$ cat config.mk
export PLATFORM = sky130hd
export DESIGN_NAME = cf_tmr32_icap
export DESIGN_NICKNAME = d
export VERILOG_FILES = /design/src/rtl/cf_tmr32_pkg.sv /design/src/rtl/cf_tmr32_icap_flt.sv /design/src/rtl/cf_tmr32_icap.sv
export SDC_FILE = /design/constraint.sdc
export NUM_CORES = 1
export LEC_CHECK = 0
export ABC_AREA = 1
export BUFFER_PORTS_ARGS = -buffer_cell sky130_fd_sc_hd__buf_2
export CAP_MARGIN = 20
export CORE_MARGIN = 2
export CORE_UTILIZATION = 41
export CTS_CLUSTER_DIAMETER = 80
export DETAILED_ROUTE_END_ITERATION = 8
export PLACE_DENSITY = 0.65
export REMOVE_ABC_BUFFERS = 1
export SLEW_MARGIN = 20
export SYNTH_ARGS = -nofsm -noshare
export SYNTH_HDL_FRONTEND = slang
export SYNTH_SLANG_ARGS = --single-unit
$ cat constraint.sdc
create_clock -name clk -period 3.85 [get_ports clk]
set_input_delay 0.385 -clock clk [delete_from_list [all_inputs] [get_ports clk]]
set_output_delay 0.385 -clock clk [all_outputs]
set_load 0.02 [all_outputs]
$ cat src/rtl/cf_tmr32_pkg.sv
// Shared definitions for the timer input-capture block.
//   - EDGE_* : encodings of the edge_sel control field
//   - icap_state_t : capture controller states
//   - edge_match() : decides whether a filtered edge is selected by edge_sel
package cf_tmr32_pkg;

    localparam logic [1:0] EDGE_NONE = 2'b00;
    localparam logic [1:0] EDGE_RISE = 2'b01;
    localparam logic [1:0] EDGE_FALL = 2'b10;
    localparam logic [1:0] EDGE_BOTH = 2'b11;

    typedef enum logic [1:0] {
        ST_IDLE  = 2'b00,
        ST_ARMED = 2'b01,
        ST_DONE  = 2'b10
    } icap_state_t;

    function automatic logic edge_match(input logic [1:0] sel,
                                        input logic       rise,
                                        input logic       fall);
        logic w_rise_ok;
        logic w_fall_ok;
        w_rise_ok = (sel == EDGE_RISE) || (sel == EDGE_BOTH);
        w_fall_ok = (sel == EDGE_FALL) || (sel == EDGE_BOTH);
        return (rise && w_rise_ok) || (fall && w_fall_ok);
    endfunction

endpackage

$ cat src/rtl/cf_tmr32_icap_flt.sv
// Two-flop synchroniser plus run-length glitch filter for the capture pin.
// Ports:
//   clk, rst_n   : clock, asynchronous active-low reset
//   i_hold       : 1 = filter bypassed (filtered level tracks the synchronised
//                  pin, run counter held at 0, no edge pulses)
//   i_pin        : asynchronous capture pin
//   i_flt_len    : filter length; a new level must persist flt_len+1 cycles
//   o_filt       : filtered level
//   o_rise/o_fall: combinational pulses, high in the cycle whose closing clock
//                  edge toggles o_filt, so the caller can store at that edge
module cf_tmr32_icap_flt #(
    parameter int FLT_W = 4
) (
    input  logic             clk,
    input  logic             rst_n,
    input  logic             i_hold,
    input  logic             i_pin,
    input  logic [FLT_W-1:0] i_flt_len,
    output logic             o_filt,
    output logic             o_rise,
    output logic             o_fall
);

    logic             r_sync1;
    logic             r_sync_q;
    logic             r_filt_q;
    logic [FLT_W-1:0] r_cnt;
    logic             w_diff;
    logic             w_toggle;

    // r_cnt counts earlier disagreeing cycles, so the current one is the
    // (r_cnt+1)-th; it never passes i_flt_len while the length is stable.
    assign w_diff   = r_sync_q ^ r_filt_q;
    assign w_toggle = !i_hold && w_diff && (r_cnt == i_flt_len);

    always_ff @(posedge clk or negedge rst_n) begin
        if (!rst_n) begin
            r_sync1  <= 1'b0;
            r_sync_q <= 1'b0;
            r_filt_q <= 1'b0;
            r_cnt    <= '0;
        end else begin
            r_sync1  <= i_pin;
            r_sync_q <= r_sync1;
            if (i_hold || w_toggle) begin
                r_filt_q <= r_sync_q;
                r_cnt    <= '0;
            end else if (w_diff) begin
                r_cnt <= r_cnt + 1'b1;
            end else begin
                r_cnt <= '0;
            end
        end
    end

    assign o_filt = r_filt_q;
    assign o_rise = w_toggle && r_sync_q;
    assign o_fall = w_toggle && !r_sync_q;

endmodule

$ cat src/rtl/cf_tmr32_icap.sv
// Timer input-capture unit: filtered pin edges selected by edge_sel store
// {polarity, tmr} into a small FIFO read by software.
// Ports:
//   clk, rst_n        : clock, asynchronous active-low reset
//   en                : block enable (0 = idle, FIFO flushed)
//   icap_in           : asynchronous capture pin
//   tmr               : free-running timer value
//   edge_sel          : 00 none, 01 rising, 10 falling, 11 both
//   flt_len           : glitch-filter length
//   oneshot           : stop after the first stored capture
//   rd                : pop the head entry
//   ovf_clr           : clear the sticky overflow flag
//   cap_data, cap_pol : head-entry timestamp and polarity (1 = rising)
//   cap_valid         : FIFO non-empty
//   level             : FIFO occupancy, 0..DEPTH
//   cap_flag          : one-cycle pulse after each stored capture
//   ovf_flag          : sticky overflow, set when a capture is dropped
module cf_tmr32_icap
    import cf_tmr32_pkg::*;
#(
    parameter int DEPTH = 4,
    parameter int FLT_W = 4
) (
    input  logic                     clk,
    input  logic                     rst_n,
    input  logic                     en,
    input  logic                     icap_in,
    input  logic [31:0]              tmr,
    input  logic [1:0]               edge_sel,
    input  logic [FLT_W-1:0]         flt_len,
    input  logic                     oneshot,
    input  logic                     rd,
    input  logic                     ovf_clr,
    output logic [31:0]              cap_data,
    output logic                     cap_pol,
    output logic                     cap_valid,
    output logic [$clog2(DEPTH):0]   level,
    output logic                     cap_flag,
    output logic                     ovf_flag
);

    localparam int AW = $clog2(DEPTH);
    localparam int LW = AW + 1;

    icap_state_t   r_state;
    logic [LW-1:0] r_wr_ptr;
    logic [LW-1:0] r_rd_ptr;
    logic [32:0]   r_mem [DEPTH];
    logic          r_cap_flag;
    logic          r_ovf_flag;

    logic          w_idle;
    logic          w_filt;
    logic          w_rise;
    logic          w_fall;
    logic          w_pol;
    logic [LW-1:0] w_level;
    logic          w_empty;
    logic          w_full;
    logic          w_pop;
    logic          w_req;
    logic          w_push;
    logic          w_ovf;
    logic [32:0]   w_head;

    assign w_idle = (r_state == ST_IDLE);

    cf_tmr32_icap_flt #(
        .FLT_W (FLT_W)
    ) u_flt (
        .clk       (clk),
        .rst_n     (rst_n),
        .i_hold    (w_idle),
        .i_pin     (icap_in),
        .i_flt_len (flt_len),
        .o_filt    (w_filt),
        .o_rise    (w_rise),
        .o_fall    (w_fall)
    );

    // The filtered level is still the pre-edge value while an event is
    // flagged, so the new polarity is its complement.
    assign w_pol = ~w_filt;

    assign w_level = r_wr_ptr - r_rd_ptr;
    assign w_empty = (w_level == '0);
    assign w_full  = (w_level == LW'(DEPTH));
    assign w_pop   = rd && !w_empty && !w_idle;
    assign w_req   = en && (r_state == ST_ARMED) && edge_match(edge_sel, w_rise, w_fall);
    // A full FIFO still accepts a capture when the head leaves at the same edge.
    assign w_push  = w_req && (!w_full || w_pop);
    assign w_ovf   = w_req && w_full && !w_pop;

    always_ff @(posedge clk or negedge rst_n) begin
        if (!rst_n) begin
            r_state <= ST_IDLE;
        end else if (!en) begin
            r_state <= ST_IDLE;
        end else begin
            case (r_state)
                ST_IDLE:  r_state <= ST_ARMED;
                ST_ARMED: if (w_push && oneshot) r_state <= ST_DONE;
                ST_DONE:  r_state <= ST_DONE;
                default:  r_state <= ST_IDLE;
            endcase
        end
    end

    always_ff @(posedge clk or negedge rst_n) begin
        if (!rst_n) begin
            r_wr_ptr <= '0;
            r_rd_ptr <= '0;
            for (int i = 0; i < DEPTH; i++) begin
                r_mem[i] <= '0;
            end
        end else if (w_idle) begin
            r_wr_ptr <= '0;
            r_rd_ptr <= '0;
        end else begin
            if (w_push) begin
                r_mem[r_wr_ptr[AW-1:0]] <= {w_pol, tmr};
                r_wr_ptr                <= r_wr_ptr + 1'b1;
            end
            if (w_pop) begin
                r_rd_ptr <= r_rd_ptr + 1'b1;
            end
        end
    end

    // A dropped capture in the same cycle as ovf_clr keeps the flag set.
    always_ff @(posedge clk or negedge rst_n) begin
        if (!rst_n) begin
            r_cap_flag <= 1'b0;
            r_ovf_flag <= 1'b0;
        end else begin
            r_cap_flag <= w_push;
            if (w_ovf) begin
                r_ovf_flag <= 1'b1;
            end else if (ovf_clr) begin
                r_ovf_flag <= 1'b0;
            end
        end
    end

    assign w_head    = r_mem[r_rd_ptr[AW-1:0]];
    assign cap_data  = w_head[31:0];
    assign cap_pol   = w_head[32];
    assign cap_valid = !w_empty;
    assign level     = w_level;
    assign cap_flag  = r_cap_flag;
    assign ovf_flag  = r_ovf_flag;

endmodule

==> reports/metrics.cfg <==
[floorplan]
rows = 47
die_area_mm2 = 0.01817
num_io_pins = 84
die-height_um = 134.8
start_util_pct = 42.15
core_mm2 = 0.01664
die_x_um = 134.8

[cells_and_area]
regArea_mm2 = 0.003730
syn_to_final_growth_pct = 15.46
fin_nets = 1001
finalInstanceArea_mm2 = 0.008100
multi_input_area_mm2 = 0.002855
final_util_pct = 48.67
drive_above_1_share_pct = 14.81
n_fill_cell = 1615
diodes = 0

[sta]
setup_viol = 0
fin_hold_ws_ps = -14.34
drv_slew = 0
finalCritPeriodShare_pct = 73.26
fmax_mhz = 354.5
fin_setup_tns_ps = 0
fin_ws_ps = 1029
final-hold-violation-count = 4
skew_ps = 10.23
relSlewSlack_pct = 30.53
tightest_slew_ps = 1041
period_needed_ps = 2821
rsz0062_at_grt = no

[worst_setup_path]
worstPathRequired_ps = 3460
cp-start-kind = register
worstPathMaxFanout = 35
critPathBufInv = 4
critPathMaxStageDelay_ps = 400
worstSetupPathType = reg -> out
cpMostUsedCell = buf_4
crit_family = buffers and inverters
crit_chain = buf_4, inv_1, buf_4, o21ai_0, o22ai_1, buf_2
worstSetupEndpointType = primary output
slowest_stage = dfrtp_1
cp_data_arrival_time_ps = 2440

[synthesis]
syn_area_mm2 = 0.007015
synthCells = 879
synth_seq_area_share_pct = 53.15
yosys_warnings = 0
synth_top_area_cell = dfrtp_1
yosys_register_bits = 149
netlist_top_cells_area = dfrtp_1 53%, nand2_1 23%, o21ai_0 4.9%
synth.distinct_cells = 28
synth_top_area_share_pct = 53.15
synth_area_per_cell_um2 = 7.981

[clock_tree]
clockBufferDepth = 2
cts_tree = built
insertion_delay_ps = 420
root_buffer = clkbuf_16
cts.sinks = 149
cts-resized-gates = 0
cts-htree-levels = 4
cts-buffers-inserted = 17
clk_pin_slew_ps = 60
post-cts-setup-buffer-count = 0
cts_hold_buf = 0

[placement]
detailed_place.area_mm2 = 0.007493
gp_congestion = 0.7412
dp_slack_ps = 1228
port_buffers = 83
hpwl_um = 10430

[detailed_routing]
drt_iter0_drc = 421
vias_per_cell = 4.984
drt-wirelength-per-cell_um = 15.11
drt-total-wl_um = 17810
ant_nets = 0
first_pass_iters = 5
drc = 0
vias = 5876

[power]
pwr-share-seq_pct = 34.2
p_switching_mw = 1.763
cellPowerDensity_mw_per_mm2 = 612.1
power.total_mw = 4.958
combPwrFrac_pct = 31.9
clkPwrFrac_pct = 33.9
swShare_pct = 35.56
p_leak_nw = 4.664
ir_drop_mv = 0.3378
p_int_mw = 3.195

[grt]
grt_pass1_vias = 5662
grt_pass1_wl_um = 29500
grt_overflow_total = 0
antenna_found_initial = 0
grt_max_degree = 76
track_usage_pct = 20.75

[flow_run]
max-cap-violations = 0

[status]
violations = hold timing
status = finished with violations

[worst_hold_path]
hp-class = in -> async

## kinds of logic (layout without fill, tap and decap cells)
family	Yosys count	count (layout)	share of synthesized area, %
flops	149	149	53.15
fa+ha+maj	10	10	1.891
xor+xnor	3	3	0.3746
buf+inv	77	157	6.153
simple gates	532	532	29.94
compound gates	108	108	8.490
## cell usage after synthesis
cell type	count
a21oi_1	2
a31oi_1	1
buf_4	12
buf_6	12
clkbuf_1	20
dfrtp_1	149
fa_1	1
ha_1	9
inv_1	30
inv_2	1
inv_4	1
inv_6	1
nand2_1	430
nand2_4	5
nand3_1	12
nand3_2	1
nand4_1	1
nor2_1	76
nor2_2	1
nor2_4	5
o211ai_1	1
o211ai_2	1
o21ai_0	69
o22ai_1	33
o31ai_1	1
or2_2	1
xnor2_1	1
xor2_1	2
## worst paths after layout
| path | start | endpoint | slack (ps) | depth (start not counted) |
|---|---|---|---|---|
| max reg2reg | r_wr_ptr[0]$_DFFE_PN0P_ | r_mem[108]$_DFFE_PN0P_ | 1190 | 11 |
| max | r_rd_ptr[1]$_DFFE_PN0P_ | cap_data[3] | 1030 | 6 |
| min reg2reg | u_flt.r_sync1$_DFF_PN0_ | u_flt.r_sync_q$_DFF_PN0_ | 350 | 0 |
| max in group asynchronous | rst_n | r_wr_ptr[1]$_DFFE_PN0P_ | 3030 | 2 |
| min | rst_n | r_mem[78]$_DFFE_PN0P_ | -10 | 1 |
| min in group clk | icap_in | u_flt.r_sync1$_DFF_PN0_ | 70 | 1 |
## state kept, by name, indices dropped and copies added, names as in the netlist
signal and cells:
u_flt.r_sync_q 1, u_flt.r_sync1 1, ovf_flag 1, u_flt.r_cnt 4, cap_flag 1, r_rd_ptr 3, u_flt.o_filt 1, r_wr_ptr 3
r_mem 132, r_state 2
## power by group through the flow
| stage | Clock, mW | Combinational, mW | Sequential (mW) |
|---|---|---|---|
| after floorplan | 0 | 0.989 | 1.76 |
| after CTS | 1.71 | 1.60 | 1.69 |
| after global placement | 0 | 1.59 | 1.72 |
| after global routing | 1.78 | 1.76 | 1.70 |
| after detailed placement | 0 | 1.60 | 1.72 |
| final | 1.68 | 1.58 | 1.69 |
## layer usage
metal / vias to the layer above / track usage (%) / routed length [um]
li1: 2897 / - / -
met1: 2815 / 28.47 / 8139
met2: 151 / 33.47 / 8388
met3: 13 / 5.255 / 1122
met4: 0 / 4.386 / 163
met5: - / 0 / 0
## per-stage QoR
step                      hold WS (ps)  instances
final                           -14.34       1179
after global routing             41.23       1179
after CTS                        14.97       1179
after detailed placement         342.6       1147
after global placement           339.0       1147
after floorplan                  89.41        835
## cell type report
cell class / instances / share of cell area (%)
Multi-Input combinational cell: 653 / 35.25
Clock inverter: 8 / 1.174
Clock buffer: 24 / 6.318
Tap cell: 220 / 3.398
Sequential cell: 149 / 46.05
Timing Repair Buffer: 92 / 6.194
Inverter: 33 / 1.622
## layout by cell type (no fill, tap or decap), types with 9 or more instances in the layout
cell type and count:
buf_2 82, clkbuf_16 17, dfrtp_1 148, ha_1 9, inv_1 29, nand2_1 430
nand3_1 12, nor2_1 76, o21ai_0 69, o22ai_1 33
Note: power is estimated with default switching activity, not from simulation.
